**src/rtl/zbb_issue_stage.sv**
```systemverilog
// Zbb issue stage: decodes RV32 Zbb words into ALU operand bundles behind a main register and a one-entry skid.
// Build option: define ZBB_ROTATE_EN to decode rol/ror/rori; otherwise those words issue as illegal.
module zbb_issue_stage #(
  parameter logic [4:0] ILLEGAL_CODE = 5'b00000
) (
  input  logic        clk_i,
  input  logic        rst_ni,
  input  logic        in_valid_i,
  output logic        in_ready_o,
  input  logic [31:0] instr_word_i,
  input  logic [31:0] rs1_data_i,
  input  logic [31:0] rs2_data_i,
  output logic        out_valid_o,
  input  logic        out_ready_i,
  output logic [31:0] instr_word_o,
  output logic [31:0] operand1_o,
  output logic [31:0] operand2_o,
  output logic [4:0]  instr_o,
  output logic        illegal_o
);
  localparam logic [6:0] OPC_OP_IMM = 7'b0010011;
  localparam logic [6:0] OPC_OP     = 7'b0110011;
  localparam logic [6:0] F7_ZBB     = 7'b0110000;
  localparam logic [6:0] F7_MINMAX  = 7'b0000101;
  localparam logic [6:0] F7_ZEXT    = 7'b0000100;

  typedef struct packed {
    logic [31:0] word;
    logic [31:0] op1;
    logic [31:0] op2;
    logic [4:0]  code;
    logic        illegal;
  } bundle_t;

  localparam bundle_t BUNDLE_RST = '{word: 32'd0, op1: 32'd0, op2: 32'd0,
                                     code: ILLEGAL_CODE, illegal: 1'b0};

  function automatic bundle_t decode_word(input logic [31:0] w,
                                          input logic [31:0] r1,
                                          input logic [31:0] r2);
    bundle_t    b;
    logic       hit;
    logic [4:0] code;
    hit  = 1'b0;
    code = 5'b00000;
    case (w[6:0])
      OPC_OP_IMM: begin
        case (w[14:12])
          3'b001: begin
            case ({w[31:25], w[24:20]})
              {F7_ZBB, 5'b00000}: begin hit = 1'b1; code = 5'b00001; end
              {F7_ZBB, 5'b00001}: begin hit = 1'b1; code = 5'b00010; end
              {F7_ZBB, 5'b00010}: begin hit = 1'b1; code = 5'b10000; end
              {F7_ZBB, 5'b00100}: begin hit = 1'b1; code = 5'b00111; end
              {F7_ZBB, 5'b00101}: begin hit = 1'b1; code = 5'b00110; end
              default:            hit = 1'b0;
            endcase
          end
          3'b101: begin
            // orc.b and rev8 are fixed immediates; anything else in this slot can only be rori
            case (w[31:20])
              12'h287: begin hit = 1'b1; code = 5'b01110; end
              12'h698: begin hit = 1'b1; code = 5'b01111; end
              default: begin
`ifdef ZBB_ROTATE_EN
                case (w[31:25])
                  F7_ZBB:  begin hit = 1'b1; code = 5'b01101; end
                  default: hit = 1'b0;
                endcase
`else
                hit = 1'b0;
`endif
              end
            endcase
          end
          default: hit = 1'b0;
        endcase
      end
      OPC_OP: begin
        case ({w[31:25], w[14:12]})
          {F7_MINMAX, 3'b100}: begin hit = 1'b1; code = 5'b01001; end
          {F7_MINMAX, 3'b101}: begin hit = 1'b1; code = 5'b00100; end
          {F7_MINMAX, 3'b110}: begin hit = 1'b1; code = 5'b01000; end
          {F7_MINMAX, 3'b111}: begin hit = 1'b1; code = 5'b00101; end
          {F7_ZEXT, 3'b100}: begin
            case (w[24:20])
              5'b00000: begin hit = 1'b1; code = 5'b01010; end
              default:  hit = 1'b0;
            endcase
          end
`ifdef ZBB_ROTATE_EN
          {F7_ZBB, 3'b001}: begin hit = 1'b1; code = 5'b01011; end
          {F7_ZBB, 3'b101}: begin hit = 1'b1; code = 5'b01100; end
`endif
          default: hit = 1'b0;
        endcase
      end
      default: hit = 1'b0;
    endcase
    b.word    = w;
    b.op1     = r1;
    b.op2     = (w[6:0] == OPC_OP_IMM) ? {27'd0, w[24:20]} : r2;
    b.code    = hit ? code : ILLEGAL_CODE;
    b.illegal = ~hit;
    return b;
  endfunction

  bundle_t main_r;
  bundle_t skid_r;
  logic    main_valid_r;
  logic    skid_valid_r;
  logic    in_ready_r;

  bundle_t dec_s;
  bundle_t main_nxt_s;
  bundle_t skid_nxt_s;
  logic    main_valid_nxt_s;
  logic    skid_valid_nxt_s;
  logic    in_xfer_s;
  logic    out_xfer_s;

  assign dec_s      = decode_word(instr_word_i, rs1_data_i, rs2_data_i);
  assign in_xfer_s  = in_valid_i & in_ready_r;
  assign out_xfer_s = main_valid_r & out_ready_i;

  // Next-state for main/skid: refill main from skid first so ordering is preserved
  always_comb begin
    main_nxt_s       = main_r;
    skid_nxt_s       = skid_r;
    main_valid_nxt_s = main_valid_r;
    skid_valid_nxt_s = skid_valid_r;
    if (!main_valid_r || out_xfer_s) begin
      if (skid_valid_r) begin
        main_nxt_s       = skid_r;
        main_valid_nxt_s = 1'b1;
        skid_valid_nxt_s = 1'b0;
      end else if (in_xfer_s) begin
        main_nxt_s       = dec_s;
        main_valid_nxt_s = 1'b1;
      end else begin
        main_valid_nxt_s = 1'b0;
      end
    end else begin
      if (in_xfer_s) begin
        skid_nxt_s       = dec_s;
        skid_valid_nxt_s = 1'b1;
      end else begin
        skid_valid_nxt_s = skid_valid_r;
      end
    end
  end

  // Pipeline state registers; in_ready is registered as "skid will be empty"
  always_ff @(posedge clk_i or negedge rst_ni) begin
    if (!rst_ni) begin
      main_r       <= BUNDLE_RST;
      skid_r       <= BUNDLE_RST;
      main_valid_r <= 1'b0;
      skid_valid_r <= 1'b0;
      in_ready_r   <= 1'b1;
    end else begin
      main_r       <= main_nxt_s;
      skid_r       <= skid_nxt_s;
      main_valid_r <= main_valid_nxt_s;
      skid_valid_r <= skid_valid_nxt_s;
      in_ready_r   <= ~skid_valid_nxt_s;
    end
  end

  assign in_ready_o   = in_ready_r;
  assign out_valid_o  = main_valid_r;
  assign instr_word_o = main_r.word;
  assign operand1_o   = main_r.op1;
  assign operand2_o   = main_r.op2;
  assign instr_o      = main_r.code;
  assign illegal_o    = main_r.illegal;

endmodule

```
**config.mk**
```make
export PLATFORM = sky130hd
export DESIGN_NAME = zbb_issue_stage
export DESIGN_NICKNAME = d
export VERILOG_FILES = /design/src/rtl/zbb_issue_stage.sv
export SDC_FILE = /design/constraint.sdc
export NUM_CORES = 1
export LEC_CHECK = 0
export ABC_CLOCK_PERIOD_IN_PS = 2500
export CAP_MARGIN = 20
export CORE_ASPECT_RATIO = 1.5
export CORE_UTILIZATION = 40
export CTS_BUF_LIST = sky130_fd_sc_hd__clkbuf_16
export DETAILED_ROUTE_END_ITERATION = 8
export GPL_ROUTABILITY_DRIVEN = 0
export PLACE_DENSITY_LB_ADDON = 0.2
export SLEW_MARGIN = 5
export SYNTH_ARGS = -nofsm -noshare
export SYNTH_HDL_FRONTEND = slang
export SYNTH_SLANG_ARGS = --single-unit
```
**constraint.sdc**
```tcl
create_clock -name clk_i -period 2.5 [get_ports clk_i]
set_clock_uncertainty 0.1 [all_clocks]
set_input_delay 0.5 -clock clk_i [delete_from_list [all_inputs] [get_ports clk_i]]
set_output_delay 0.5 -clock clk_i [all_outputs]
set_load 0.05 [all_outputs]
```
# Word level (Yosys, flattened, before mapping)
# Cells that the tools add are included.
[classes]
addsub = 0
mul = 0
div_mod_pow = 0
order_cmp = 0
n_eq_ne = 16
shifts = 0
muxes = 20
n_bitwise = 5
n_reduce_logical = 9
[op_table]
columns = ["operator", "count"]
rows = [
  ["102-bit 2-to-1 mux", 2],
  ["12-bit by 11-bit == test with 1-bit output, second input constant", 6],
  ["10-bit by 6-bit == test with 1-bit output, second input constant", 5],
  ["32-bit 2-to-1 mux", 1],
  ["5-bit one-hot mux with 5 select lines", 1],
  ["4-bit one-hot mux with 5 select lines", 1],
  ["5-bit one-hot mux with 2 select lines", 2],
  ["12-bit by 10-bit == test with 1-bit output, second input constant", 1],
  ["4-bit one-hot mux with 2 select lines", 1],
  ["7-bit by 5-bit == test with 1-bit output, second input constant", 1],
  ["7-bit by 6-bit == test with 1-bit output, second input constant", 1],
  ["1-bit 2-to-1 mux", 7],
  ["1-bit one-hot mux with 2 select lines", 3],
  ["5-bit zero test", 1],
  ["5-bit 2-to-1 mux", 1],
  ["5-bit OR reduction", 1],
  ["4-bit 2-to-1 mux", 1],
  ["2-bit AND reduction", 2],
  ["4-bit OR reduction", 1],
  ["3-bit by 1-bit == test with 1-bit output, second input constant", 1],
  ["3-bit == test, second input constant", 1],
  ["1-bit NOT", 3],
  ["1-bit AND", 2],
  ["2-bit nonzero test", 1],
  ["3 further kinds", 3],
]
[totals]
register_bits = 207
latch_bits = 0
ram_bits = 0
mem_bits_ro = 0
inputBits = 100
output_inout_bits = 104
n_memories = 0

# Logic depth before layout (Yosys ltp)
# Gate-level depths: netlist of the first run.
[depth]
ltp_word = 8
mapped_depth = 7
ltp_nobuf = 5

# Worst setup path before layout of the first run
# OpenSTA, ideal clock, no wires.
[synth_timing]
kind = "in2reg"
startpoint = "in instr_word_i[6]"
endpoint = "reg main_r (netlist bit instr_o[4])"
setup_time_ps = 74
t_arrival_ps = 1820
t_required_ps = 2326
slack_ps = 506
path_stages = 5
path_cell_list = "nor4b_4 -> nand4b_4 -> or3_4 -> o31a_1 -> o21ai_2"
[synth_via]
elab_chain_len = 5
word_cells_on_any_way = 7
classes_between = "eq/ne: 2; mux: 5"
[synth_rtl]
columns = ["item", "line", "text"]
rows = [
  ["from (decl)", "10", "input logic [31:0] instr_word_i,"],
  ["7-bit by 6-bit == test with 1-bit output / 7-bit by 5-bit == test with 1-bit output (equally long branches)", "46", "case (w[6:0])"],
  ["5-bit one-hot mux with 2 select lines / 1-bit one-hot mux with 2 select lines (equally long branches)", "46", ""],
  ["5-bit 2-to-1 mux (*)", "103", "b.code = hit ? code : ILLEGAL_CODE;"],
  ["102-bit 2-to-1 mux (*)", "137", "end else if (in_xfer_s) begin"],
  ["102-bit 2-to-1 mux (*)", "133", "if (skid_valid_r) begin"],
  ["to (signal assigned)", "162", "main_r <= main_nxt_s;"],
  ["to (decl)", "108", "bundle_t main_r;"],
]
# Every way passes the cells marked *; elsewhere a longest branch is shown, timed or not. The select of a mux whose other input is x is not followed.
# A chain may end at the register's enable or synchronous reset.

# Final worst setup path of the first run
[layout_timing]
startpoint = "reg main_r (netlist bit instr_word_o[31])"
endpoint = "out instr_word_o[31]"
[layout_lines]
columns = ["item", "line", "text"]
rows = [
  ["to (decl)", "15", "output logic [31:0] instr_word_o,"],
]
# No word-level cell between the ends.

==> impl_metrics.sql, run 1 <==
INSERT INTO impl_metrics (metric_group, metric, value, unit) VALUES
('flow_run', 'drv.max_cap_violation_count', '0', ''),
('floorplan', 'floorplan.die.height', '184.9', 'um'),
('sta', 'setup_repair_after_global_routing_missed_its_margin', 'false', ''),
('finish', 'final_net_count', '1231', ''),
('grt', 'global_route_hottest_layer', 'met2', ''),
('floorplan', 'start_util', '40.91', '%'),
('outcome', 'run_status', 'finished clean', ''),
('worst_setup_path', 'worst-endpoint-arrival', '1700', 'ps'),
('pwr', 'cellPowerDensity', '971.0', 'mW/mm2'),
('worst_setup_path', 'rrSetupSlack', '700', 'ps'),
('logic_synthesis', 'yosysWarnings', '0', ''),
('worst_setup_path', 'path_delay_family', 'buffers and inverters', ''),
('sta', 'period_needed', '2297', 'ps'),
('sta', 'holdWs', '372.3', 'ps'),
('worst_setup_path', 'critical_path.startpoint_type', 'flop', ''),
('worst_setup_path', 'cp_slowest_stage_delay', '850', 'ps'),
('pwr', 'internal_power', '0.007386', 'W'),
('hold_path', 'worstHoldPathType', 'flop to flop', ''),
('logic_synthesis', 'yosysTopAreaCell', 'sky130_fd_sc_hd__dfrtp_1', ''),
('grt', 'maximum_number_of_pins_on_one_net_before_global_route_repair', '101', ''),
('sta', 'finalMaxSlewViolations', '0', ''),
('worst_setup_path', 'list_of_cells_traversed_by_the_critical_path', 'clkdlybuf4s50_1', ''),
('sta', 'fmax', '435.3', 'MHz'),
('grt', 'grt_use_met1', '24.78', '%'),
('route', 'final_antenna_net_count', '0', ''),
('floorplan', 'design.die.area', '0.02291', 'mm2'),
('route', 'route.detailed.drc', '0', ''),
('logic_synthesis', 'dominantRegCellSynth', 'sky130_fd_sc_hd__dfrtp_1', ''),
('logic_synthesis', 'yosysUniqueCellTypes', '42', ''),
('grt', 'gr-usage-all-layers', '19.82', '%'),
('hold_path', 'min-delay-start', 'skid_r[44]$_DFFE_PN0P_', ''),
('finish', 'instances_no_fill', '1416', ''),
('placement', 'place_area', '0.01147', 'mm2'),
('worst_setup_path', 'r2r_end', 'skid_r[76]$_DFFE_PN0P_', ''),
('hold_path', 'hold_path_depth', '2', ''),
('pwr', 'clock_power_share', '25.4', '%'),
('floorplan', 'die_x', '123.9', 'um'),
('logic_synthesis', 'synth_edf_count', '0', ''),
('logic_synthesis', 'yosys_register_bits', '207', ''),
('route', 'wl', '21.76', 'mm'),
('pwr', 'p_total', '0.01177', 'W'),
('logic_synthesis', 'synth_area', '0.008920', 'mm2'),
('logic_synthesis', 'syn_area_per_cell', '9.571', 'um2'),
('grt', 'antenna_found_initial', '0', ''),
('cts', 'numClockSinks', '207', ''),
('worst_setup_path', 'worstSetupPathType', 'flop to output pin', ''),
('route', 'routed_len_inst', '15.36', 'um'),
('worst_setup_path', 'worstPathMaxFanout', '2', ''),
('logic_synthesis', 'synth.top_cells.by_area', 'sky130_fd_sc_hd__dfrtp_1, sky130_fd_sc_hd__nand2_1, sky130_fd_sc_hd__mux2i_1', ''),
('grt', 'met3_usage', '3.725', '%'),
('pwr', 'pwr-share-seq', '39.6', '%'),
('pwr', 'vdd_drop_max', '0.0006702', 'V'),
('cts', 'clk-insertion-delay-late', '490', 'ps'),
('worst_setup_path', 'slowest_stage', 'sky130_fd_sc_hd__clkdlybuf4s50_1', ''),
('floorplan', 'area_of_the_core', '0.02180', 'mm2'),
('placement', 'numPlacedInstances', '1379', ''),
('finish', 'fin_area', '0.01212', 'mm2'),
('finish', 'final_layout_size_suffix_gt1_share', '6.993', '%'),
('grt', 'grt_first_pass_wirelength', '35.89', 'mm'),
('finish', 'syn_to_final_growth', '35.88', '%'),
('sta', 'setup_viol', '0', ''),
('route', 'first_drt_iteration_drcs', '324', ''),
('cts', 'clk_root_buffer_cell', 'sky130_fd_sc_hd__clkbuf_16', ''),
('pwr', 'p_comb_share', '35.0', '%'),
('route', 'average_vias_per_placed_instance', '5.017', ''),
('grt', 'grt-ovfl-total', '0', ''),
('worst_setup_path', 'worstPathRequired', '1900', 'ps'),
('logic_synthesis', 'portion_of_synthesized_cell_area_occupied_by_the_leading_cell_type', '57.79', '%'),
('cts', 'tritoncts', 'done', ''),
('hold_path', 'hold_crit_endpoint', 'skid_r[44]$_DFFE_PN0P_', ''),
('grt', 'first_global_vias', '6997', '');
power groups by stage:
stage / registers (W) / logic (W) / clock network (W)
floorplan: 0.00624 / 0.00104 / 0
detailed placement: 0.00473 / 0.00417 / 0
global placement: 0.00470 / 0.00413 / 0
global route: 0.00478 / 0.00443 / 0.00321
finish: 0.00466 / 0.00412 / 0.00298
CTS: 0.00468 / 0.00417 / 0.00308
final cells by class:
type	count	area (um2)	area share, %
Sequential cell	207	5185	42.78
Multi-Input combinational cell	659	3518	29.03
Timing Repair Buffer	237	2417	19.94
Clock buffer	21	525.5	4.336
Tap cell	272	340.3	2.808
Clock inverter	15	115.1	0.9497
Inverter	5	18.77	0.1548
logic make-up after synthesis:
| logic type | after synthesis | synth area share (%) |
|---|---|---|
| buffers and inverters | 66 | 2.791 |
| multiplexers | 75 | 8.500 |
| AND/OR/NAND/NOR | 403 | 18.56 |
| flip-flops | 207 | 58.09 |
| AO/OA/AOI/OAI | 181 | 12.06 |
metrics by stage:
stage | TNS, ps | utilization [%]
finish | 0 | 55.60
CTS | 0 | 55.60
floorplan | 0 | -
detailed placement | -85.11 | 52.62
global placement | 0 | 52.62
global route | 0 | 55.60
tightest hold or removal path: cells and delay by family (launching register included):
kind | cells | cell delay [ps]
flip-flops | 1 | 340
AND/OR/NAND/NOR | 2 | 100
placed cells by master (no fill, tap or decap), types with 2 or more instances in the layout:
master / count
sky130_fd_sc_hd__nand2_1: 357
sky130_fd_sc_hd__dfrtp_1: 205
sky130_fd_sc_hd__clkdlybuf4s50_1: 201
sky130_fd_sc_hd__o21ai_0: 110
sky130_fd_sc_hd__mux2i_1: 69
sky130_fd_sc_hd__o211ai_1: 29
sky130_fd_sc_hd__o21a_1: 27
sky130_fd_sc_hd__buf_4: 23
sky130_fd_sc_hd__clkbuf_16: 21
sky130_fd_sc_hd__buf_12: 10
sky130_fd_sc_hd__inv_1: 8
sky130_fd_sc_hd__nor2_1: 7
sky130_fd_sc_hd__nand3_1: 7
sky130_fd_sc_hd__mux2_2: 6
sky130_fd_sc_hd__nand4_1: 5
sky130_fd_sc_hd__clkinv_1: 5
sky130_fd_sc_hd__clkinv_2: 5
sky130_fd_sc_hd__a21oi_1: 4
sky130_fd_sc_hd__nor2b_1: 3
sky130_fd_sc_hd__nor3_1: 3
sky130_fd_sc_hd__a21o_1: 2
sky130_fd_sc_hd__nor4b_1: 2
sky130_fd_sc_hd__and3_1: 2
sky130_fd_sc_hd__a31oi_1: 2
sky130_fd_sc_hd__bufinv_16: 2
state kept, by name, summed over array words and instances, names as in the netlist:
| name | count |
|---|---|
| instr_word_o | 32 |
| skid_valid_r | 1 |
| in_ready_o | 1 |
| operand2_o | 32 |
| illegal_o | 1 |
| operand1_o | 32 |
| out_valid_o | 1 |
| skid_r | 102 |
| instr_o | 5 |
how the worst max path moves through the flow:
stage | startpoint | endpoint | slack, ps | cells after the start
3_3_place_gp | instr_word_i[6] | operand2_o[2]$_DFFE_PN0P_ | 20 | 7
2_1_floorplan | instr_word_i[6] | instr_o[4]$_DFFE_PN0P_ | 510 | 5
3_5_place_dp | instr_word_i[6] | operand2_o[1]$_DFFE_PN0P_ | -20 | 7
5_1_grt | instr_word_o[31]$_DFFE_PN0P_ | instr_word_o[31] | 150 | 1
6_report | instr_word_o[31]$_DFFE_PN0P_ | instr_word_o[31] | 200 | 1
4_1_cts | instr_word_o[30]$_DFFE_PN0P_ | instr_word_o[30] | 170 | 1
repair_timing:
| action | in CTS | in global routing |
|---|---|---|
| resized for setup | 1 | 0 |
| hold buffers | 1 | 0 |
| endpoints found under the setup margin | 1 | 0 |
| setup buffers | 0 | 0 |
| hold endpoints to repair | 52 | 0 |
routing by layer:
layer | up-vias | part of all wire [%]
met5 | - | 0
met4 | 0 | 1.9
met3 | 26 | 5.5
met2 | 148 | 50
met1 | 3411 | 42
li1 | 3519 | -
No activity file was read; power rests on OpenSTA's default activity.
==> inputs of run 2 (changes only) <==
Settings changed: ABC_CLOCK_PERIOD_IN_PS 2500 to 2800.
Clock period 2.5 ns to 2.8 ns, I/O delays scaled along.
==> impl_metrics.sql, run 2 (synthesis results as in run 1) <==
INSERT INTO impl_metrics (metric_group, metric, value, unit) VALUES
('worst_setup_path', 'worstPathMaxFanout', '5', ''),
('route', 'detailed_routing_iteration_count_for_the_pre_antenna_repair_pass', '4', ''),
('sta', 'relSlewSlack', '60.91', '%'),
('finish', 'sequential_cell_area', '0.005185', 'mm2'),
('flow_run', 'drv.max_cap_violation_count', '0', ''),
('worst_setup_path', 'worstSetupPathType', 'flop to output pin', ''),
('pwr', 'switching_share', '37.41', '%'),
('route', 'wl', '22.26', 'mm'),
('pwr', 'internal_power', '0.006609', 'W'),
('sta', 'hold_viol', '0', ''),
('hold_path', 'hold_path_depth', '2', ''),
('sta', 'tns', '0', 'ps'),
('outcome', 'run_status', 'finished clean', ''),
('sta', 'finalMaxSlewViolations', '0', ''),
('cts', 'clk-insertion-delay-late', '500', 'ps'),
('route', 'routed_len_inst', '15.81', 'um'),
('grt', 'antenna_found_initial', '0', ''),
('finish', 'final_layout_size_suffix_gt1_share', '6.162', '%'),
('pwr', 'clock_power_share', '25.7', '%'),
('finish', 'registers.top_by_ff_count', 'skid_r', ''),
('floorplan', 'design.die.area', '0.02291', 'mm2'),
('floorplan', 'area_of_the_core', '0.02180', 'mm2'),
('grt', 'gr-usage-all-layers', '19.74', '%'),
('worst_setup_path', 'list_of_cells_traversed_by_the_critical_path', 'clkdlybuf4s50_1', ''),
('worst_setup_path', 'critical_path_cell_count', '1', ''),
('cts', 'total_cts_buffers', '22', ''),
('route', 'average_vias_per_placed_instance', '5.040', ''),
('worst_setup_path', 'cp_num_buf_inv', '1', ''),
('worst_setup_path', 'rr_worst_depth', '4', ''),
('finish', 'final_net_count', '1223', ''),
('cts', 'clk_pin_slew_worst_paths', '60', 'ps'),
('route', 'route.detailed.drc', '0', ''),
('worst_setup_path', 'path_delay_family', 'buffers and inverters', ''),
('pwr', 'cellPowerDensity', '876.3', 'mW/mm2'),
('sta', 'fmax', '385.3', 'MHz'),
('sta', 'setup_repair_after_global_routing_missed_its_margin', 'false', ''),
('pwr', 'vdd_drop_max', '0.0005091', 'V'),
('pwr', 'p_comb_share', '34.8', '%'),
('sta', 'worst-slew-pin-transition', '584.5', 'ps'),
('worst_setup_path', 'slowest_stage', 'sky130_fd_sc_hd__clkdlybuf4s50_1', ''),
('placement', 'placement.io_buffers', '203', ''),
('route', 'final_antenna_net_count', '0', ''),
('cts', 'clk_root_buffer_cell', 'sky130_fd_sc_hd__clkbuf_16', ''),
('finish', 'largest_reg_flops', '102', ''),
('grt', 'maximum_number_of_pins_on_one_net_before_global_route_repair', '80', ''),
('worst_setup_path', 'worst-endpoint-arrival', '1940', 'ps'),
('finish', 'fin_area', '0.01205', 'mm2'),
('cts', 'post-cts-setup-buffers', '0', ''),
('floorplan', 'row_count', '66', ''),
('pwr', 'pwr-share-seq', '39.5', '%'),
('route', 'num_vias', '7097', ''),
('grt', 'grt-ovfl-total', '0', ''),
('cts', 'htreeDepth', '1', ''),
('sta', 'holdWs', '372.3', 'ps'),
('finish', 'multiInputGateArea', '0.003518', 'mm2'),
('placement', 'place_area', '0.01138', 'mm2'),
('floorplan', 'die_x', '123.9', 'um'),
('worst_setup_path', 'critical_path.startpoint_type', 'flop', ''),
('floorplan', 'floorplan.die.height', '184.9', 'um'),
('finish', 'most-common-layout-cells', 'sky130_fd_sc_hd__nand2_1, sky130_fd_sc_hd__dfrtp_1, sky130_fd_sc_hd__clkdlybuf4s50_1', ''),
('route', 'first_drt_iteration_drcs', '426', ''),
('sta', 'period_needed', '2595', 'ps'),
('floorplan', 'start_util', '40.91', '%'),
('cts', 'cts-root-to-sink-buffers', '3', ''),
('worst_setup_path', 'cp_slowest_stage_delay', '850', 'ps'),
('grt', 'first_global_vias', '7032', ''),
('finish', 'inserted_diodes', '0', ''),
('worst_setup_path', 'worstPathRequired', '2140', 'ps'),
('pwr', 'static-leakage-power', '5.438', 'nW'),
('cts', 'numClockSinks', '207', ''),
('pwr', 'total_switching_power', '0.003951', 'W'),
('hold_path', 'worstHoldPathType', 'flop to flop', ''),
('placement', 'hpwl', '14.78', 'mm'),
('worst_setup_path', 'endpoint_kind', 'output pin', ''),
('cts', 'tritoncts', 'done', ''),
('finish', 'count_of_fill_cells_added_during_filler_insertion', '1996', ''),
('finish', 'syn_to_final_growth', '35.10', '%'),
('sta', 'min_period_over_period', '92.69', '%'),
('floorplan', 'top_level_ports', '204', ''),
('grt', 'grt_first_pass_wirelength', '35.82', 'mm'),
('finish', 'mostFrequentLayoutCell', 'sky130_fd_sc_hd__nand2_1', ''),
('sta', 'setup_viol', '0', '');
[run 2: changes by cell type in the layout (fill, tap and decap cells not counted)]
cell                              before  now
sky130_fd_sc_hd__dlygate4sd2_1         1    0
sky130_fd_sc_hd__inv_1                 8   10
sky130_fd_sc_hd__buf_12               10    8
sky130_fd_sc_hd__clkdlybuf4s50_1     201  202
sky130_fd_sc_hd__clkbuf_16            21   23
sky130_fd_sc_hd__buf_4                23   16
sky130_fd_sc_hd__clkinv_2              5    2
sky130_fd_sc_hd__clkinv_4              0    1
sky130_fd_sc_hd__bufinv_16             2    1
[run 2: power groups by stage]
stage	combinational, W	clock (W)	sequential, W
2_1_floorplan	0.000930	0	0.00557
3_3_place_gp	0.00367	0	0.00421
3_5_place_dp	0.00371	0	0.00423
4_1_cts	0.00372	0.00280	0.00418
5_1_grt	0.00394	0.00291	0.00428
6_report	0.00367	0.00271	0.00418
[run 2: worst register-to-register path, delay by kind of cell, from the launching register on]
family | cells | cell delay [ps]
flip-flops | 1 | 730
multiplexers | 1 | 350
AND/OR/NAND/NOR | 1 | 170
AO/OA/AOI/OAI | 1 | 190
buffers and inverters | 1 | 210
[run 2: through the flow]
step | setup WS (ps) | cells | power [W] | utilization [%]
finish | 204.8 | 1408 | 0.01056 | 55.27
global route | 155.5 | 1408 | 0.01113 | 55.27
CTS | 188.1 | 1408 | 0.01070 | 55.27
detailed placement | 98.61 | 1370 | 0.007942 | 52.19
global placement | 116.7 | 1370 | 0.007878 | 52.19
floorplan | 745.9 | 932 | 0.006503 | -
[run 2: cell type report]
type | count | share of cell area [%]
clock buffers | 23 | 4.776
repair buffers | 228 | 19.30
inverters | 5 | 0.1557
multi-input cells | 659 | 29.20
well taps | 272 | 2.824
clock inverters | 14 | 0.7164
flip-flops and latches | 207 | 43.03
[run 2: routing by layer]
metal | up-vias | GRT usage [%] | routed length (um)
met5 | - | 0 | 0
met4 | 0 | 5.762 | 483
met3 | 32 | 4.095 | 1340
met2 | 165 | 34.02 | 11190
met1 | 3401 | 24.65 | 9248
li1 | 3499 | - | -
[run 2: worst paths after layout]
path	from	to	slack, ps
max	in_ready_o$_DFF_PN1_	in_ready_o	200
min	skid_r[68]$_DFFE_PN0P_	skid_r[68]$_DFFE_PN0P_	370
max reg2reg	skid_valid_r$_DFF_PN0_	operand2_o[3]$_DFFE_PN0P_	920
min reg2reg	skid_r[68]$_DFFE_PN0P_	skid_r[68]$_DFFE_PN0P_	370
max in group asynchronous	rst_ni	operand1_o[31]$_DFFE_PN0P_	1320
min in group asynchronous	rst_ni	operand2_o[2]$_DFFE_PN0P_	500
[run 2: what timing repair did]
action                    in CTS  in global routing
hold buffers                   1                  0
hold endpoints to repair      51                  0
resized for setup              0                  0
==> inputs of run 3 (changes only) <==
Settings changed: CAP_MARGIN 20 to unset.
==> results of run 3 <==
Final layout, timing and power as in run 2 (identical DEF).
